### src/rtl/sdram_arb_pkg.sv
// Shared types and constants for the SDRAM port arbiter.
package sdram_arb_pkg;

  localparam int PORT_W  = 2;
  localparam int BURST_W = 4;
  localparam int N_PORTS = 4;

  typedef enum logic [1:0] {
    ST_IDLE = 2'd0,
    ST_CMD  = 2'd1,
    ST_WAIT = 2'd2,
    ST_GAP  = 2'd3
  } state_e;

  // One-hot acknowledge vector for a port index.
  function automatic logic [N_PORTS-1:0] port_onehot(input logic [PORT_W-1:0] idx);
    port_onehot      = '0;
    port_onehot[idx] = 1'b1;
  endfunction

endpackage

### src/rtl/sdram_rr_pick.sv
// Combinational round-robin picker: first requesting port after 'last'.
module sdram_rr_pick
  import sdram_arb_pkg::*;
(
  input  logic [N_PORTS-1:0] req,
  input  logic [PORT_W-1:0]  last,
  output logic [PORT_W-1:0]  idx,
  output logic               any
);

  // Scan last+4 (== last) down to last+1 so the closest successor wins.
  always_comb begin
    idx = last;
    for (int k = N_PORTS; k >= 1; k--) begin
      if (req[last + PORT_W'(k)]) idx = last + PORT_W'(k);
    end
  end

  assign any = |req;

endmodule

### src/rtl/sdram_port_arbiter.sv
// Round-robin arbiter/sequencer for the shared SDRAM controller port.
// Grants one of four requesters, steers the mux select, issues a single
// RD/WR strobe held until the controller reports done, and acknowledges it.
// Optional WAIT watchdog: define SDRAM_ARB_TIMEOUT_EN.
module sdram_port_arbiter
  import sdram_arb_pkg::*;
#(
  parameter int NUM_PORTS = 4,   // fixed at 4 to match the 2-bit select
  parameter int MAX_BURST = 4,   // transactions per grant, 1..15
  parameter int TIMEOUT   = 255  // watchdog limit in WAIT cycles
) (
  input  logic                 iCLK,
  input  logic                 iRST,
  input  logic [NUM_PORTS-1:0] iREQ,
  input  logic [NUM_PORTS-1:0] iWE,
  output logic [NUM_PORTS-1:0] oACK,
  output logic [PORT_W-1:0]    oSelect,
  output logic                 oGrant_Valid,
  output logic                 oSDR_RD,
  output logic                 oSDR_WR,
  input  logic                 iSDR_Done,
  output logic                 oERR
);

  localparam logic [BURST_W-1:0] MAX_BURST_C = BURST_W'(MAX_BURST);
  localparam logic [7:0]         TIMEOUT_LIM = 8'(TIMEOUT);

  state_e               state_q, state_d;
  logic [PORT_W-1:0]    sel_q, sel_d;
  logic [PORT_W-1:0]    last_q, last_d;
  logic [BURST_W-1:0]   burst_q, burst_d;
  logic                 gv_q, gv_d;
  logic                 rd_q, rd_d;
  logic                 wr_q, wr_d;
  logic [NUM_PORTS-1:0] ack_q, ack_d;

  logic [PORT_W-1:0] pick_idx;
  logic              pick_any;
  logic              wait_done;
  logic              burst_room;
  logic              force_rearb;
  logic              gap_continue;

  sdram_rr_pick u_pick (
    .req  (iREQ),
    .last (last_q),
    .idx  (pick_idx),
    .any  (pick_any)
  );

  assign wait_done    = (state_q == ST_WAIT) && iSDR_Done;
  assign burst_room   = burst_q < MAX_BURST_C;
  assign gap_continue = iREQ[sel_q] && burst_room && !force_rearb;

`ifdef SDRAM_ARB_TIMEOUT_EN
  logic [7:0] wd_q, wd_d;
  logic       err_q, err_d;
  logic       wait_abort;

  assign wait_abort  = (state_q == ST_WAIT) && !iSDR_Done && (wd_q == TIMEOUT_LIM - 8'd1);
  // An aborted transaction (oERR high during GAP) always hands the port on.
  assign force_rearb = err_q;
  assign oERR        = err_q;

  // Watchdog counts WAIT cycles; cleared in every other state.
  always_comb begin
    wd_d  = (state_q == ST_WAIT) ? wd_q + 8'd1 : 8'd0;
    err_d = wait_abort;
  end

  // Watchdog registers.
  always_ff @(posedge iCLK or posedge iRST) begin
    if (iRST) begin
      wd_q  <= 8'd0;
      err_q <= 1'b0;
    end else begin
      wd_q  <= wd_d;
      err_q <= err_d;
    end
  end
`else
  logic unused_timeout;
  assign unused_timeout = ^TIMEOUT_LIM;
  assign force_rearb    = 1'b0;
  assign oERR           = 1'b0;
`endif

  // State register.
  // NOTE: sequential state uses non-blocking '<=' so every flop samples pre-edge values.
  always_ff @(posedge iCLK or posedge iRST) begin
    if (iRST) state_q <= ST_IDLE;
    else      state_q <= state_d;
  end

  // Next-state logic.
  always_comb begin
    state_d = state_q;
    unique case (state_q)
      ST_IDLE: if (pick_any) state_d = ST_CMD;
      ST_CMD:  state_d = ST_WAIT;
`ifdef SDRAM_ARB_TIMEOUT_EN
      ST_WAIT: if (wait_done || wait_abort) state_d = ST_GAP;
`else
      ST_WAIT: if (wait_done) state_d = ST_GAP;
`endif
      ST_GAP:  state_d = gap_continue ? ST_CMD : ST_IDLE;
      default: state_d = ST_IDLE;
    endcase
  end

  // Output/datapath next values: select, strobes, acknowledge, burst count.
  // NOTE: every variable gets a default first so no path through the case infers a latch.
  always_comb begin
    sel_d   = sel_q;
    last_d  = last_q;
    burst_d = burst_q;
    gv_d    = gv_q;
    rd_d    = rd_q;
    wr_d    = wr_q;
    ack_d   = '0;
    unique case (state_q)
      ST_IDLE: begin
        if (pick_any) begin
          sel_d = pick_idx;
          gv_d  = 1'b1;
        end
      end
      ST_CMD: begin
        wr_d = iWE[sel_q];
        rd_d = ~iWE[sel_q];
      end
      ST_WAIT: begin
        if (wait_done) begin
          rd_d  = 1'b0;
          wr_d  = 1'b0;
          ack_d = port_onehot(sel_q);
          if (burst_room) burst_d = burst_q + 1'b1;
        end
`ifdef SDRAM_ARB_TIMEOUT_EN
        else if (wait_abort) begin
          rd_d = 1'b0;
          wr_d = 1'b0;
        end
`endif
      end
      ST_GAP: begin
        if (!gap_continue) begin
          last_d  = sel_q;
          burst_d = '0;
          gv_d    = 1'b0;
        end
      end
      default: ;
    endcase
  end

  // Output and pointer registers; last=3 out of reset so port 0 wins first.
  always_ff @(posedge iCLK or posedge iRST) begin
    if (iRST) begin
      sel_q   <= '0;
      last_q  <= 2'd3;
      burst_q <= '0;
      gv_q    <= 1'b0;
      rd_q    <= 1'b0;
      wr_q    <= 1'b0;
      ack_q   <= '0;
    end else begin
      sel_q   <= sel_d;
      last_q  <= last_d;
      burst_q <= burst_d;
      gv_q    <= gv_d;
      rd_q    <= rd_d;
      wr_q    <= wr_d;
      ack_q   <= ack_d;
    end
  end

  assign oSelect      = sel_q;
  assign oGrant_Valid = gv_q;
  assign oSDR_RD      = rd_q;
  assign oSDR_WR      = wr_q;
  assign oACK         = ack_q;

endmodule

### config.mk
export PLATFORM = sky130hd
export DESIGN_NAME = sdram_port_arbiter
export DESIGN_NICKNAME = d
export VERILOG_FILES = /design/src/rtl/sdram_arb_pkg.sv /design/src/rtl/sdram_rr_pick.sv /design/src/rtl/sdram_port_arbiter.sv
export SDC_FILE = /design/constraint.sdc
export NUM_CORES = 1
export LEC_CHECK = 0
export CAP_MARGIN = 20
export CORE_MARGIN = 2
export CORE_UTILIZATION = 65
export DETAILED_ROUTE_END_ITERATION = 8
export DONT_BUFFER_PORTS = 1
export GPL_ROUTABILITY_DRIVEN = 0
export PLACE_DENSITY = 0.84
export SLEW_MARGIN = 15
export SYNTH_ARGS = -nofsm -noshare
export SYNTH_HDL_FRONTEND = slang
export SYNTH_SLANG_ARGS = --single-unit
### constraint.sdc
create_clock -name iCLK -period 3.76 [get_ports iCLK]
set_input_delay 0.752 -clock iCLK [delete_from_list [all_inputs] [get_ports iCLK]]
set_output_delay 0.752 -clock iCLK [all_outputs]
set_load 0.05 [all_outputs]
* Word level (Yosys, flattened, before mapping)
Index checks and enable logic that the tools add are counted.
** Cells by class
- Equality and inequality tests :: 7
- $add $sub $neg :: 4
- Bitwise gates (word level) :: 2
- Muxes and demuxes :: 31
- Reduce and logical (&&, ||, !) cells :: 14
- $lt $le $gt $ge :: 6
** Operators by type and width (number)
- 2-to-1 mux 4 bit :: 5
- less-than comparator 2 x 3 -> 1 bit (second input constant) :: 4
- binary-select mux 1 bit (select 2 bit) :: 5
- 2-to-1 mux 1 bit :: 10
- 2-to-1 mux 2 bit :: 5
- != test 2 bit (second input constant) :: 4
- case mux 2 bit (4 select lines) :: 1
- case mux 4 bit (2 select lines) :: 1
- AND reduction 2 bit :: 4
- case mux 1 bit (2 select lines) :: 3
- nonzero test 2 bit :: 3
- adder 2 bit (second input constant) :: 2
- adder 4 x 1 -> 4 bit (second input constant) :: 1
- equality test 2 bit (second input constant) :: 2
- less-than comparator 4 x 3 -> 1 bit (second input constant) :: 1
- AND reduction 4 bit :: 1
- OR reduction 4 bit :: 1
- logical AND 1 bit :: 3
- AND reduction 3 bit :: 1
- adder 2 x 1 -> 2 bit (second input constant) :: 1
- demux 1 bit (select 2 bit) :: 1
- equality test 2 x 1 -> 1 bit (second input constant) :: 1
- >= comparator 2 x 1 -> 1 bit (second input constant) :: 1
- zero test 2 bit :: 1
- inverter 1 bit :: 2
** Storage, ports and cells
- Register bits :: 17
- Bits of input ports :: 11
- Output and inout bits :: 10
- Logic and storage cells :: 72

* Longest topological paths before layout
Gate-level depths: netlist (run 1).
- Word-level depth :: 6
- Gate-level depth with buffers :: 5
- Depth with buffers taken out :: 5

* By module
A second synthesis (run 1) with hierarchy kept.
** Unflattened totals
- Cell total of the unflattened synthesis :: 100
- Area total of the unflattened synthesis :: 1024.7 um^2
** By module, submodules not included
- sdram_port_arbiter :: area each 942.2 um^2, cells each 86, times used 1
- sdram_rr_pick :: area each 82.6 um^2, cells each 14, times used 1

* Least setup slack after synthesis (run 1)
Ideal clock, no wire load.
- Path type :: flip-flop to flip-flop
- Start point :: reg sel_q[0] (netlist: oSelect[0])
- End point :: reg last_q[1]
- Library setup time :: 82 ps
- Cell stages (with the launch flop) :: 5
- Arrival :: 1894 ps
- Path slack :: 1783 ps
- Path buffers :: 1
- Cell sequence :: dfrtp_1 > buf_6 > mux4_2 > a21oi_2 > mux2_2
** On the way
- Word-level cells in the longest chain between the ends :: 5
** Ends and longest elaborated chain
- start: declaration :: RTL line sdram_port_arbiter.sv:29 : logic [PORT_W-1:0] sel_q, sel_d;
- start signal: assignment :: RTL line sdram_port_arbiter.sv:168 : sel_q <= sel_d;
- binary-select mux 1 bit (select 2 bit) :: RTL line sdram_port_arbiter.sv:53 : assign gap_continue = iREQ[sel_q] && burst_room && !force_rearb;
- 2-to-1 mux 1 bit (implied by the code) :: RTL line sdram_port_arbiter.sv:53
- logical AND 1 bit :: RTL line sdram_port_arbiter.sv:53
- inverter 1 bit (no line)
- AND reduction 2 bit (no line)
- end signal: assignment :: RTL line sdram_port_arbiter.sv:169 : last_q <= last_d;
- end: declaration :: RTL line sdram_port_arbiter.sv:30 : logic [PORT_W-1:0] last_q, last_d;
Every way passes these cells. The select of a mux whose other input is x is not followed.
A chain may end at the register's enable or synchronous reset.

* Worst setup path after layout (run 1)
Ends and elaborated chain as after synthesis.

==> results of run 1 <==
==> logic make-up after synthesis <==
logic type	Yosys count	share of synthesized area, %
AND/OR/NAND/NOR	30	16.63
buffers and inverters	10	4.950
other	1	0.3803
AO/OA/AOI/OAI	19	14.60
flip-flops	17	43.40
multiplexers	9	12.44
adder cells (fa/ha/maj)	6	7.614
==> cell usage in the layout, fill, tap and decap left out, types with 2 or more instances in the layout <==
master and n:
ha_1 6, mux2_2 3, nor3b_1 2, a211o_1 2, clkbuf_4 3, dfrtp_1 15
a21oi_1 4, inv_1 7, mux2i_1 4, nor2b_1 3, dfstp_2 2, nand2_1 6
nor2_1 7, nand3_1 4
==> routing by layer <==
| metal | up-vias | wire length (µm) | track usage (%) |
|---|---|---|---|
| met5 | - | 0 | 0 |
| met4 | 0 | 40 | 14.55 |
| met3 | 4 | 80 | 6.383 |
| met2 | 19 | 841 | 36.67 |
| met1 | 350 | 712 | 23.61 |
| li1 | 336 | - | - |
==> through the flow <==
| step | util (%) | cell area [µm²] | hold WS (ns) |
|---|---|---|---|
| floorplan | - | 985.9 | 0.4920 |
| global placement | 66.84 | 983.4 | 0.5179 |
| detailed placement | 66.84 | 983.4 | 0.5230 |
| CTS | 68.71 | 1011 | 0.4267 |
| global route | 68.71 | 1011 | 0.4509 |
| finish | 68.71 | 1011 | 0.4063 |
==> sequential cells by signal, summed over array words and instances, names as in the netlist <==
name,flops
burst_q,4
oSDR_WR,1
oACK,4
oSelect,2
oSDR_RD,1
oGrant_Valid,1
state_q,2
last_q,2
==> critical path, stage by stage (launching register included) <==
cell     delay [ns]
dfrtp_1        0.82
mux4_2         0.65
a21oi_2        0.24
mux2_2         0.36
==> how the worst max path moves through the flow <==
stage                                       end              startpoint  cells after the start
after floorplan           last_q[1]$_DFFE_PP1P_  oSelect[0]$_DFFE_PP0P_                      4
after global placement    last_q[1]$_DFFE_PP1P_  oSelect[0]$_DFFE_PP0P_                      3
after detailed placement  last_q[1]$_DFFE_PP1P_  oSelect[0]$_DFFE_PP0P_                      3
after CTS                 last_q[1]$_DFFE_PP1P_  oSelect[0]$_DFFE_PP0P_                      3
after global routing      last_q[0]$_DFFE_PP1P_  oSelect[0]$_DFFE_PP0P_                      3
final                     last_q[1]$_DFFE_PP1P_  oSelect[0]$_DFFE_PP0P_                      3
==> final cells by class <==
| cell class | instances | area, µm² |
|---|---|---|
| multi-input combinational | 65 | 509.2 |
| fill | 128 | 460.4 |
| sequential | 17 | 427.9 |
| inverter | 7 | 26.28 |
| clock buffer | 3 | 22.52 |
| tap | 16 | 20.02 |
| clock inverter | 1 | 5.005 |
==> power by group <==
part / internal (mW) / switching [mW] / total, mW
logic: 0.176 / 0.172 / 0.348
registers: 0.257 / 0.188 / 0.445
clock network: 0.0396 / 0.0609 / 0.100
total: 0.473 / 0.421 / 0.894
==> out/metrics.cfg, run 1 <==
[outcome]
status=completed

[worst_setup_path]
r2r-start=oSelect[0]$_DFFE_PP0P_
worstPathArrival_ns=2.35
cp.required_ns=3.99
worst-setup-path-type=flip-flop to flip-flop
r2r_slack_ns=1.64
rr_worst_depth=3
critPathCaptureType=flip-flop
crit-reg2reg-capture=last_q[1]$_DFFE_PP1P_
startpoint_type=flip-flop
critPathMaxFanout=9

[yosys]
synthesis.area_um2=985.9
ys_async_sr_fraction_pct=100.0
yosys.area.top_type=dfrtp_1
synth.area.top_cells=dfrtp_1 38%, ha_1 7.6%, dfstp_2 5.3%, mux2i_1 4.1%, mux2_2 3.4%
synth_nets=109
synth-seq-area-share_pct=43.40
synth_top_area_share_pct=38.07
netlist_instances=92
synth_flop_cell=dfrtp_1
synth.top_cells.by_count=15 x dfrtp_1, 7 x inv_1, 7 x nor2_1
synth_most_common_cell=dfrtp_1
ys_types=40
synth-edff-count=0
avgSynthCellArea_um2=10.72
ys_warn_count=0
ys_ff_latch=17

[floorplanning]
start_util_pct=67.01
num_rows=14
die_w_um=42.95
core_mm2=0.001471
die-area_mm2=0.001844
dieHeight_um=42.95
pin_count=21

[placed_design]
dp_slack_ns=1.635
dp_cells=105
dp_hpwl_um=1272
portBuffers=0

[detailed_routing]
routed_via_density=6.505
drc=0
vias=709
wl_um=1675
first_iter_violations=13
first_pass_iters=4
ant_nets=0
wire_per_inst_um=15.37

[global_route]
grt.overflow.total=0
grt_antenna_before_repair=0
grt_pass1_vias=659
grt_usage_pct=21.88
grt_pass1_wl_um=2884
grt_max_degree=18

[timing]
setup_viol=0
hold_viol=0
fin_tns_setup_ns=0
skew_ns=0.004289
period_share_pct=56.38
rsz0062_at_grt=false
period_minus_slack_ns=2.120
slew_violations=0
setup_ws_ns=1.640
max_freq_ghz=0.4717
worst_pin_slew_ns=0.7105
slew_headroom_pct=52.64

[min_path]
holdCritPathClass=input port to async pin

[clocking]
cts_sinks=17
numCtsBuffers=3
ctsResizeCount=0
postCtsSetupBuffers=0
cts-root-buf=clkbuf_4
ctsHoldBuffers=0
clockBufferDepth=2
clk_pin_slew_worst_paths_ns=0.10
cts_tree=built
htree_levels=1
clk_latency_ns=0.30

[pwr]
p_total_mw=0.8937
power_density_mw_per_mm2=884.0
irDropWorstVdd_uv=499.6
power.leakage_nw=0.4488

[cells_and_area]
nets=111
n_antenna_cell=0
final_cells=109
drive_gt1_share_pct=16.13
area_delta_synth_final_pct=2.538

[job]
drv_cap=0

Note: power is estimated with default switching activity, not from simulation.
==> run 2: changes to the inputs <==
- CORE_UTILIZATION: 65 -> 54
- PLACE_DENSITY: 0.84 -> 0.75
- clock period: 3.76 -> 1.7 ns (I/O delays scaled with it)
==> run 2 against run 1 <==
Die area increased by 18%. Critical path type unchanged. Flip-flop and latch count stayed put. Clock power is 110% higher. Hold slack got worse by 0.40 ns. Highest routed layer unchanged.
==> out/metrics.cfg, run 2 (synthesis results as in run 1) <==
[cells_and_area]
multi_input_area_um2=524.3  ; +2.9%
n_antenna_cell=0  ; unchanged
fillers=166  ; +30%
drive_gt1_share_pct=20.62  ; +4.5 points
finalInstanceArea_mm2=0.001069  ; +5.7%
nets=115  ; +3.6%
final_cells=122  ; +12%
mostFrequentLayoutCells=14 x dfrtp_1, 7 x nor2_1, 7 x inv_1, 6 x nand2_1, 6 x ha_1
mostFrequentLayoutCell=dfrtp_1
register_area_um2=429.2  ; +0.29%
utilization_pct=61.88  ; -6.8 points
area_delta_synth_final_pct=8.375

[clocking]
cts-root-buf=clkbuf_4
cts_tree=built
ctsHoldBuffers=0  ; unchanged
htree_levels=1  ; unchanged
ctsResizeCount=0  ; unchanged
cts_sinks=17  ; unchanged
clk_latency_ns=0.29  ; about the same
numCtsBuffers=3  ; unchanged
clockBufferDepth=2  ; unchanged
postCtsSetupBuffers=0  ; unchanged
clk_pin_slew_worst_paths_ns=0.10  ; about the same

[global_route]
grt_max_degree=18  ; unchanged
grt_pass1_vias=675  ; +2.4%
grt_usage_pct=19.22  ; -2.7 points
grt_antenna_before_repair=0  ; unchanged
grt_pass1_wl_um=2870  ; -0.49%
grt.overflow.total=0  ; unchanged

[pwr]
power.leakage_nw=0.4761  ; +6.1%
combPwrFrac_pct=47.0  ; +8.0 points
p_total_mw=2.075  ; +130%
irDropWorstVdd_uv=863.6  ; +73%
p_seq_share_pct=42.6  ; -7.2 points
pwr-share-clk_pct=10.3  ; -0.9 points
p_sw_mw=0.9581  ; +130%
sw_frac_of_total_pct=46.18  ; -0.89 points
power_density_mw_per_mm2=1942  ; +120%
p_int_mw=1.117  ; +140%

[floorplanning]
core_mm2=0.001727  ; +17%
dieHeight_um=46.73  ; +8.8%
die_w_um=46.73  ; +8.8%
pin_count=21  ; unchanged
start_util_pct=57.10  ; -9.9 points
num_rows=15  ; +1
die-area_mm2=0.002184  ; +18%

[timing]
rsz0062_at_grt=false
max_freq_ghz=0.6315  ; +34%
hold_slack_ns=0.009509  ; -0.3968 ns
worst_pin_slew_ns=0.6446  ; -0.06583 ns
hold_viol=0  ; unchanged
fin_tns_setup_ns=0  ; unchanged
setup_viol=0  ; unchanged
period_share_pct=93.15  ; +37 points
slew_headroom_pct=56.98  ; +4.3 points
setup_ws_ns=0.1164  ; -1.524 ns
skew_ns=0.002503  ; -0.001787 ns
period_minus_slack_ns=1.584  ; -0.5365 ns
slew_violations=0  ; unchanged

[worst_setup_path]
worstPathArrival_ns=1.81  ; -0.54 ns
critPathCaptureType=flip-flop
cp.required_ns=1.92  ; -2.07 ns
worst-setup-path-type=flip-flop to flip-flop
critPathMaxFanout=5  ; -4
startpoint_type=flip-flop

[detailed_routing]
first_iter_violations=11  ; -2
vias=720  ; +1.6%
first_pass_iters=4  ; unchanged
ant_nets=0  ; unchanged
routed_via_density=5.902  ; -9.3%
drc=0  ; unchanged
wl_um=1818  ; +8.5%
wire_per_inst_um=14.90  ; -3.0%

[placed_design]
dp_cells=118  ; +12%
dp_hpwl_um=1394  ; +9.6%
place_area_mm2=0.001041  ; +5.9%
dp_slack_ns=0.1339  ; -1.501 ns
portBuffers=0  ; unchanged

[outcome]
status=completed

[job]
drv_cap=0  ; unchanged

[min_path]
holdCritPathClass=input port to async pin

[run 2: cell count changes in the layout (fill, tap and decap cells not counted), sizes merged]
cell  delta
buf      +4
[run 2: power groups by stage]
| stage | registers [mW] | clock network (mW) | logic (mW) |
|---|---|---|---|
| 6_report | 0.885 | 0.214 | 0.976 |
| 5_1_grt | 0.912 | 0.240 | 1.09 |
| 4_1_cts | 0.883 | 0.225 | 0.984 |
| 3_5_place_dp | 0.890 | 0 | 0.980 |
| 3_3_place_gp | 0.883 | 0 | 0.953 |
| 2_1_floorplan | 0.914 | 0 | 0.763 |
[run 2: final cells by class]
class | count | area share [%]
Inverter | 7 | 2.459
Tap cell | 25 | 2.927
Sequential cell | 17 | 40.16
Clock inverter | 1 | 0.4684
Timing Repair Buffer | 4 | 2.810
Clock buffer | 3 | 2.108
Multi-Input combinational cell | 65 | 49.06
[run 2: worst paths after layout]
check	start	endpoint	slack, ns	depth (start not counted)
setup / recovery	oSelect[0]$_DFFE_PP0P_	last_q[1]$_DFFE_PP1P_	0.12	3
max in group asynchronous	iRST	oSelect[0]$_DFFE_PP0P_	1.24	1
setup reg to reg	oSelect[0]$_DFFE_PP0P_	last_q[1]$_DFFE_PP1P_	0.12	3
hold reg to reg	burst_q[2]$_DFFE_PP0P_	burst_q[2]$_DFFE_PP0P_	0.57	1
min in group iCLK	iREQ[3]	oSelect[0]$_DFFE_PP0P_	0.21	2
hold / removal	iRST	oACK[1]$_DFF_PP0_	0.01	1
[run 2: worst max-delay path, stage by stage (launching register included)]
cell and delay (ns):
dfrtp_2 0.41, mux4_2 0.59, a21oi_4 0.21, mux2_4 0.32
[run 2: metal layers]
| metal | wire length (µm) | vias up | GRT usage [%] |
|---|---|---|---|
| met5 | 0 | - | 0 |
| met4 | 38 | 0 | 10.00 |
| met3 | 109 | 4 | 3.462 |
| met2 | 851 | 24 | 31.11 |
| met1 | 818 | 347 | 24.69 |
| li1 | - | 345 | - |
